===== src/rtl/vga_timing_gen.sv =====
// ---------------------------------------------------------------------------
// VgaTimingGen (module vga_timing_gen)
//
// Produces 640x480@60 Hz VGA raster timing from a single 25 MHz pixel clock.
// A horizontal/vertical counter pair is exposed directly as DrawX/DrawY for
// the renderers. blank/hs/vs are decoded from the counters and then delayed
// by PIPE_DELAY cycles so they line up with colour data that the renderers
// push through ROM and register stages.
//
// Ports:
//   vga_clk      in   1  pixel clock, all state changes on its rising edge
//   Reset        in   1  synchronous active-high reset
//   DrawX        out 10  horizontal counter, 0..H_TOTAL-1 (undelayed)
//   DrawY        out 10  vertical counter, 0..V_TOTAL-1 (undelayed)
//   blank        out  1  1 = visible pixel, delayed by PIPE_DELAY
//   hs           out  1  horizontal sync, active-low, delayed by PIPE_DELAY
//   vs           out  1  vertical sync, active-low, delayed by PIPE_DELAY
//   sync         out  1  composite sync to the DAC, tied to 0
//   line_start   out  1  high while DrawX == 0 (undelayed)
//   frame_start  out  1  high while DrawX == 0 and DrawY == 0 (undelayed)
//   frame_count  out  8  completed-frame counter, wraps 255 -> 0
// ---------------------------------------------------------------------------
module vga_timing_gen #(
    parameter int H_VISIBLE  = 640,
    parameter int H_FRONT    = 16,
    parameter int H_SYNC     = 96,
    parameter int H_BACK     = 48,
    parameter int V_VISIBLE  = 480,
    parameter int V_FRONT    = 10,
    parameter int V_SYNC     = 2,
    parameter int V_BACK     = 33,
    parameter int PIPE_DELAY = 2
) (
    input  logic       vga_clk,
    input  logic       Reset,
    output logic [9:0] DrawX,
    output logic [9:0] DrawY,
    output logic       blank,
    output logic       hs,
    output logic       vs,
    output logic       sync,
    output logic       line_start,
    output logic       frame_start,
    output logic [7:0] frame_count
);

    localparam int H_TOTAL = H_VISIBLE + H_FRONT + H_SYNC + H_BACK;
    localparam int V_TOTAL = V_VISIBLE + V_FRONT + V_SYNC + V_BACK;

    localparam logic [9:0] H_LAST       = 10'(H_TOTAL - 1);
    localparam logic [9:0] V_LAST       = 10'(V_TOTAL - 1);
    localparam logic [9:0] H_VIS_END    = 10'(H_VISIBLE);
    localparam logic [9:0] V_VIS_END    = 10'(V_VISIBLE);
    localparam logic [9:0] H_SYNC_START = 10'(H_VISIBLE + H_FRONT);
    localparam logic [9:0] H_SYNC_END   = 10'(H_VISIBLE + H_FRONT + H_SYNC);
    localparam logic [9:0] V_SYNC_START = 10'(V_VISIBLE + V_FRONT);
    localparam logic [9:0] V_SYNC_END   = 10'(V_VISIBLE + V_FRONT + V_SYNC);

    // Delay-line word is {vis, hsN, vsN}; the idle value has both syncs
    // deasserted (high) and the pixel blanked.
    localparam logic [2:0] STAGE_INACTIVE = 3'b011;

    logic [9:0] hCount_q, hCount_d;
    logic [9:0] vCount_q, vCount_d;
    logic [7:0] frameCount_q, frameCount_d;
    logic [2:0] rawDecode;
    logic [2:0] pipeOut;

    // Next-state for the raster counters. The vertical counter only moves
    // when the line ends, and the frame counter only moves when the last
    // pixel of the last line rolls back to the origin.
    always_comb begin
        hCount_d     = hCount_q + 10'd1;
        vCount_d     = vCount_q;
        frameCount_d = frameCount_q;
        if (hCount_q == H_LAST) begin
            hCount_d = '0;
            if (vCount_q == V_LAST) begin
                vCount_d     = '0;
                frameCount_d = frameCount_q + 8'd1;
            end else begin
                vCount_d = vCount_q + 10'd1;
            end
        end
    end

    // Counter registers with synchronous reset to the raster origin.
    always_ff @(posedge vga_clk) begin
        if (Reset) begin
            hCount_q     <= '0;
            vCount_q     <= '0;
            frameCount_q <= '0;
        end else begin
            hCount_q     <= hCount_d;
            vCount_q     <= vCount_d;
            frameCount_q <= frameCount_d;
        end
    end

    // Undelayed decode of the current raster position. vs depends only on
    // the line number, so it changes on the same edge the line wraps.
    always_comb begin
        rawDecode    = STAGE_INACTIVE;
        rawDecode[2] = (hCount_q < H_VIS_END) && (vCount_q < V_VIS_END);
        rawDecode[1] = !((hCount_q >= H_SYNC_START) && (hCount_q < H_SYNC_END));
        rawDecode[0] = !((vCount_q >= V_SYNC_START) && (vCount_q < V_SYNC_END));
    end

    // Alignment delay for blank/hs/vs. Reset flushes every stage to the
    // idle value so a sync pulse in flight is cut off rather than stretched.
    generate
        if (PIPE_DELAY == 0) begin : gNoDelay
            assign pipeOut = rawDecode;
        end else begin : gDelay
            logic [2:0] stage_q [PIPE_DELAY];

            always_ff @(posedge vga_clk) begin
                if (Reset) begin
                    for (int i = 0; i < PIPE_DELAY; i++) begin
                        stage_q[i] <= STAGE_INACTIVE;
                    end
                end else begin
                    stage_q[0] <= rawDecode;
                    for (int i = 1; i < PIPE_DELAY; i++) begin
                        stage_q[i] <= stage_q[i-1];
                    end
                end
            end

            assign pipeOut = stage_q[PIPE_DELAY-1];
        end
    endgenerate

    assign DrawX       = hCount_q;
    assign DrawY       = vCount_q;
    assign blank       = pipeOut[2];
    assign hs          = pipeOut[1];
    assign vs          = pipeOut[0];
    assign sync        = 1'b0;
    assign line_start  = (hCount_q == 10'd0);
    assign frame_start = (hCount_q == 10'd0) && (vCount_q == 10'd0);
    assign frame_count = frameCount_q;

endmodule


===== config.mk =====
export PLATFORM = sky130hd
export DESIGN_NAME = vga_timing_gen
export DESIGN_NICKNAME = d
export VERILOG_FILES = /design/src/rtl/vga_timing_gen.sv
export SDC_FILE = /design/constraint.sdc
export NUM_CORES = 1
export LEC_CHECK = 0
export BUFFER_PORTS_ARGS = -buffer_cell sky130_fd_sc_hd__clkbuf_2
export CAP_MARGIN = 20
export CORE_ASPECT_RATIO = 1.4
export CORE_MARGIN = 4
export CORE_UTILIZATION = 29
export CTS_CLUSTER_DIAMETER = 200
export CTS_CLUSTER_SIZE = 24
export DETAILED_ROUTE_END_ITERATION = 10
export GPL_TIMING_DRIVEN = 0
export PLACE_DENSITY = 0.51
export REMOVE_ABC_BUFFERS = 1
export SYNTH_ARGS = -nofsm -noshare
export SYNTH_HDL_FRONTEND = slang
export SYNTH_SLANG_ARGS = --single-unit

===== constraint.sdc =====
create_clock -name vga_clk -period 2.2 [get_ports vga_clk]
set_clock_uncertainty 0.1 [all_clocks]
set_input_delay 0.22 -clock vga_clk [delete_from_list [all_inputs] [get_ports vga_clk]]
set_output_delay 0.22 -clock vga_clk [all_outputs]
set_load 0.005 [all_outputs]

==> metrics.cfg, run 1 <==
[worst_hold_path]
whs_path_depth = 2
hold_start = Reset
worstHoldEndpoint = frame_count[4]
hp-class = input port to register

[clock_tree]
cts_root_buffer = clkbuf_8
htree_levels = 2
clkSinkCount = 34
cts_hold_buffers = 0
cts_buffers = 5
clk_pin_slew_ns = 0.07
cts_max_path_buffers = 2
clk_latency_ns = 0.28
cts_tree = built

[sta]
post-route-min-period_ns = 2.12
max_slew.worst_pin.slew_ns = 0.835
rsz0062_at_grt = false
timing.slew.headroom = 0.438
hold_viol_final = 0
fmax_ghz = 0.472
setup_violations = 0
slew_violations = 0
fin_setup_tns_ns = 0
fin_crit_sh = 0.964

[logic_synthesis]
ys_warn_count = 0
synth.largest_area_cell = dfxtp_1
async_reset_ff_frac = 0
synth_area_leaders = dfxtp_1 (43%), nor2_1 (4.3%), ha_1 (4.0%)
synth.distinct_cells = 36
synth-edff-count = 0
synth_seq_cells = 34
ys.flop_type = dfxtp_1
yosysSeqAreaShare = 0.435
netlist_area_um2 = 1570
synthCells = 176
netlist.area_leader.share = 0.435
syn_avg_cell_area_um2 = 8.90

[critical_path]
criticalPathCategory = register to register
cp.arrival_ns = 2.23
rrSetupSlack_ns = 0.08
r2r-end = frame_count[7]
start_kind = register
r2r_start = DrawX[0]
reg2reg_depth = 5
endpoint_kind = register
crit_path_start = DrawX[0]
worstPathMaxFanout = 6
worst-endpoint-required_ns = 2.31

[route]
via_per_inst = 5.18
vias = 1455
dr.first_iter.drc_count = 84
ant_nets = 0
wl_um = 3910
wire_per_inst_um = 13.9
dr.pass1.iters = 4
drc = 0

[placement]
place.gp.congestion = 0.753
placed_area_um2 = 1780
dp_hpwl_um = 2520
io_buffers = 34

[power_and_ir_drop]
intPower_mw = 0.896
swShare = 0.223
peakVddDrop_uv = 193
seq_power_share = 0.548
leakagePower_nw = 0.714
p_switching_mw = 0.257
clkPwrFrac = 0.411
power_density_nw_per_um2 = 591
pwr-share-comb = 0.042

[final_layout]
nets = 221
layout_common_cells = clkbuf_2 (34), dfxtp_1 (30), nor2_1 (18)
design_area_um2 = 1950
drive_gt1_frac = 0.274
multi_input_area_um2 = 862
regArea_um2 = 688
diodes = 0
final_common_cell = clkbuf_2
area_delta_synth_final_pct = 24.5
fillers = 583

[die]
core_area_um2 = 5200
ios = 36
die_h_um = 95.0
initial_core_util = 0.301
die_x_um = 70.1
rows = 31
die_area_um2 = 6660

[global_route]
grt_max_degree = 21
grt_pass1_vias = 1330
grt_usage = 0.119
grt_first_pass_wirelength_um = 6330
antenna_found_initial = 0
grt_overflow = 0

[run]
cap_viol_max_count = 0

[run_status]
outcome = finished, final reports clean

-- cells by family (layout without fill, tap and decap cells) --
kind of cell | after synthesis | in the layout | share of synthesized area
adders and majority gates | 5 | 5 | 0.0399
muxes | 3 | 3 | 0.0192
DFF | 34 | 34 | 0.435
AOI/OAI and AO/OA | 26 | 26 | 0.102
buffers and inverters | 17 | 54 | 0.0487
xor gates and xnor gates | 12 | 12 | 0.0671
other | 1 | 1 | 0.00239
and+or+nand+nor | 78 | 80 | 0.286
-- metrics by stage --
step	util	hold slack, ns	power (mW)	worst slack (ns)	instances
3_3_place_gp	0.342	0.294	0.691	-0.151	268
6_report	0.375	0.294	1.15	0.0796	281
4_1_cts	0.370	0.288	1.17	0.00714	281
2_1_floorplan	-	0.189	0.665	0.000885	168
5_1_grt	0.375	0.312	1.21	0.000349	281
3_5_place_dp	0.342	0.294	0.690	-0.170	268
-- layout make-up --
cell class | instances | share of cell area
tap | 66 | 0.0423
clock inverter | 1 | 0.00257
sequential | 34 | 0.353
clock buffer | 7 | 0.0443
timing repair buffer | 37 | 0.0988
multi-input combinational | 127 | 0.442
inverter | 9 | 0.0173
-- sequential cells by signal, summed over array words and instances, names as in the netlist --
register / cells
frame_count: 8
DrawX: 10
DrawY: 10
gDelay.stage_q: 6
-- repair_timing --
| item | in CTS | in global routing |
|---|---|---|
| resized for setup | 6 | 8 |
| cloned | 2 | 0 |
| setup endpoints to repair | 14 | 14 |
| buffers inserted | 3 | 0 |
| pin swaps | 2 | 1 |
-- power groups by stage --
stage / Clock, mW / Combinational, mW / Sequential [mW]
4_1_cts: 0.497 / 0.0474 / 0.629
2_1_floorplan: 0 / 0.0227 / 0.643
6_report: 0.473 / 0.0480 / 0.631
3_5_place_dp: 0 / 0.0464 / 0.643
5_1_grt: 0.520 / 0.0562 / 0.632
3_3_place_gp: 0 / 0.0472 / 0.643
-- critical path: stages, from the launching register on --
cell and delay, ns:
dfxtp_4 0.38, ha_4 0.16, nand3_2 0.15, or4_4 0.59, or4_1 0.52, a21oi_1 0.15
-- worst max-delay path by stage --
stage                      to  slack (ns)  cells after the start
6_report       frame_count[7]        0.08                      5
5_1_grt        frame_count[5]      0.0003                      4
4_1_cts        frame_count[7]       0.007                      5
3_5_place_dp   frame_count[7]       -0.17                      5
3_3_place_gp   frame_count[7]       -0.15                      5
2_1_floorplan  frame_count[5]      0.0009                      5
-- metal layers --
metal / up-vias / part of all wire / wire, µm / GRT usage
met5: - / 0 / 0 / 0
met4: 0 / 0.020 / 80 / 0.0623
met3: 6 / 0.057 / 224 / 0.0319
met2: 36 / 0.47 / 1820 / 0.194
met1: 691 / 0.46 / 1780 / 0.143
li1: 722 / - / - / -
-- Yosys cell counts, drive strengths merged, types with 5 or more instances --
| cell | instances |
|---|---|
| inv | 9 |
| nand3 | 9 |
| a21oi | 11 |
| or4 | 9 |
| xor2 | 6 |
| nor4 | 5 |
| dfxtp | 34 |
| o31ai | 8 |
| nor2 | 18 |
| xnor2 | 6 |
| nand4 | 6 |
| nand2 | 7 |
| ha | 5 |
Note: power is estimated with default switching activity, not from simulation.
==> run 2: changes to the inputs <==
--- a/config.mk
+++ b/config.mk
@@ -9,13 +9,14 @@
 export CAP_MARGIN = 20
 export CORE_ASPECT_RATIO = 1.4
 export CORE_MARGIN = 4
-export CORE_UTILIZATION = 29
+export CORE_UTILIZATION = 30
 export CTS_CLUSTER_DIAMETER = 200
 export CTS_CLUSTER_SIZE = 24
 export DETAILED_ROUTE_END_ITERATION = 10
 export GPL_TIMING_DRIVEN = 0
-export PLACE_DENSITY = 0.51
+export PLACE_DENSITY = 0.52
 export REMOVE_ABC_BUFFERS = 1
+export SKIP_LAST_GASP = 1
 export SYNTH_ARGS = -nofsm -noshare
 export SYNTH_HDL_FRONTEND = slang
 export SYNTH_SLANG_ARGS = --single-unit
==> run 2 against run 1 <==
Utilization increased by 1.2 points. Clock power decreased by 9.1%. Final area decreased by 1.7%. Routed wire length decreased by 3.4%. Critical endpoint unchanged.
==> metrics.cfg, run 2 (synthesis results as in run 1) <==
[run_status]
outcome = finished, final reports clean

[critical_path]
crit_family = simple AND/OR/NAND/NOR gates
rrSetupSlack_ns = 0.11
r2r_start = DrawX[0]
reg2reg_depth = 5
cp-endpoint = frame_count[7]
worst_path_max_delay_cell = or4_1
worstPathMaxFanout = 6
crit_path_start = DrawX[0]
crit_cells = 5
cp.arrival_ns = 2.20
endpoint_kind = register
criticalPathCategory = register to register
start_kind = register
critPathBufInv = 0
crit_chain = ha_2, nand3_2, or4_4, or4_1, a21oi_1
crit_path_max_incr_delay_ns = 0.52
worst-endpoint-required_ns = 2.31
r2r-end = frame_count[7]

[clock_tree]
cts_max_path_buffers = 2
clk_latency_ns = 0.28
cts_buffers = 5
htree_levels = 2
clkSinkCount = 34
cts_tree = built
cts_root_buffer = clkbuf_8
clk_pin_slew_ns = 0.07

[worst_hold_path]
hp-class = input port to register
hold_start = Reset

[final_layout]
final_common_cell = clkbuf_2
area_delta_synth_final_pct = 22.4
layout_common_cells = clkbuf_2 (34), dfxtp_1 (28), nor2_1 (18)
drive_gt1_frac = 0.272
utilization = 0.387
design_area_um2 = 1920
diodes = 0
nets = 220

[power_and_ir_drop]
seq_power_share = 0.569
p_switching_mw = 0.246
power_density_nw_per_um2 = 577
pwr-share-comb = 0.042
intPower_mw = 0.860
leakagePower_nw = 0.699
swShare = 0.223
clkPwrFrac = 0.388
peakVddDrop_uv = 262

[route]
via_per_inst = 5.07
dr.first_iter.drc_count = 64
drc = 0
dr.pass1.iters = 4
wl_um = 3780
wire_per_inst_um = 13.6
ant_nets = 0
vias = 1405

[global_route]
antenna_found_initial = 0
grt_pass1_vias = 1295
grt_overflow = 0
grt_usage = 0.126
grt_max_degree = 21
grt_first_pass_wirelength_um = 6650

[placement]
io_buffers = 34
placed_area_um2 = 1770
place.gp.congestion = 0.707
dp_hpwl_um = 2520
dp_slack_ns = -0.159

[die]
die_area_um2 = 6460
core_area_um2 = 4950
die_h_um = 93.5
ios = 36
die_x_um = 69.1
initial_core_util = 0.316
rows = 30

[sta]
max_slew.worst_pin.slew_ns = 0.537
fin_crit_sh = 0.949
rsz0062_at_grt = false
setup_ws_ns = 0.113
timing.slew.headroom = 0.639
setup_violations = 0
fin_setup_tns_ns = 0
hold_viol_final = 0
slew_violations = 0
post-route-min-period_ns = 2.09
fmax_ghz = 0.479

[run]
cap_viol_max_count = 0

==> run 2: what timing repair did <==
| item | 4_1_cts | 5_1_grt |
|---|---|---|
| buffers inserted | 2 | 0 |
| gates cloned | 2 | 0 |
| setup endpoints to repair | 14 | 15 |
| hold buffers | 0 | 0 |
| gates resized for setup | 4 | 10 |
| pin swaps | 2 | 0 |
==> run 2: how the worst min path moves through the flow <==
stage / to / slack (ns) / depth (start not counted)
6_report: frame_count[3] / 0.28 / 2
5_1_grt: frame_count[7] / 0.31 / 2
4_1_cts: frame_count[3] / 0.28 / 2
3_5_place_dp: gDelay.stage_q[0][3] / 0.29 / 1
3_3_place_gp: gDelay.stage_q[0][4] / 0.29 / 1
2_1_floorplan: DrawY[6] / 0.19 / 1
==> run 2: metal layers <==
metal,track usage,vias up,routed length [µm]
met5,0,-,0
met4,0.0586,0,61
met3,0.0323,4,160
met2,0.199,27,1790
met1,0.161,654,1760
li1,-,720,-
==> run 2: layout make-up <==
class,count,area [µm²]
well taps,64,80.1
clock buffers,7,76.3
repair buffers,36,185
flip-flops and latches,34,688
inverters,9,33.8
fillers,563,3040
multi-input cells,127,855
==> run 2: power groups by stage <==
stage,logic [mW],registers [mW],clock network [mW]
2_1_floorplan,0.0227,0.643,0
4_1_cts,0.0473,0.629,0.453
6_report,0.0466,0.630,0.430
3_3_place_gp,0.0469,0.643,0
5_1_grt,0.0547,0.631,0.475
3_5_place_dp,0.0467,0.643,0
==> run 2: per-stage QoR <==
| step | std cells | hold slack (ns) | total power, mW |
|---|---|---|---|
| floorplan | 168 | 0.189 | 0.665 |
| finish | 277 | 0.278 | 1.11 |
| CTS | 277 | 0.279 | 1.13 |
| global placement | 266 | 0.291 | 0.690 |
| detailed placement | 266 | 0.294 | 0.690 |
| global route | 277 | 0.312 | 1.16 |
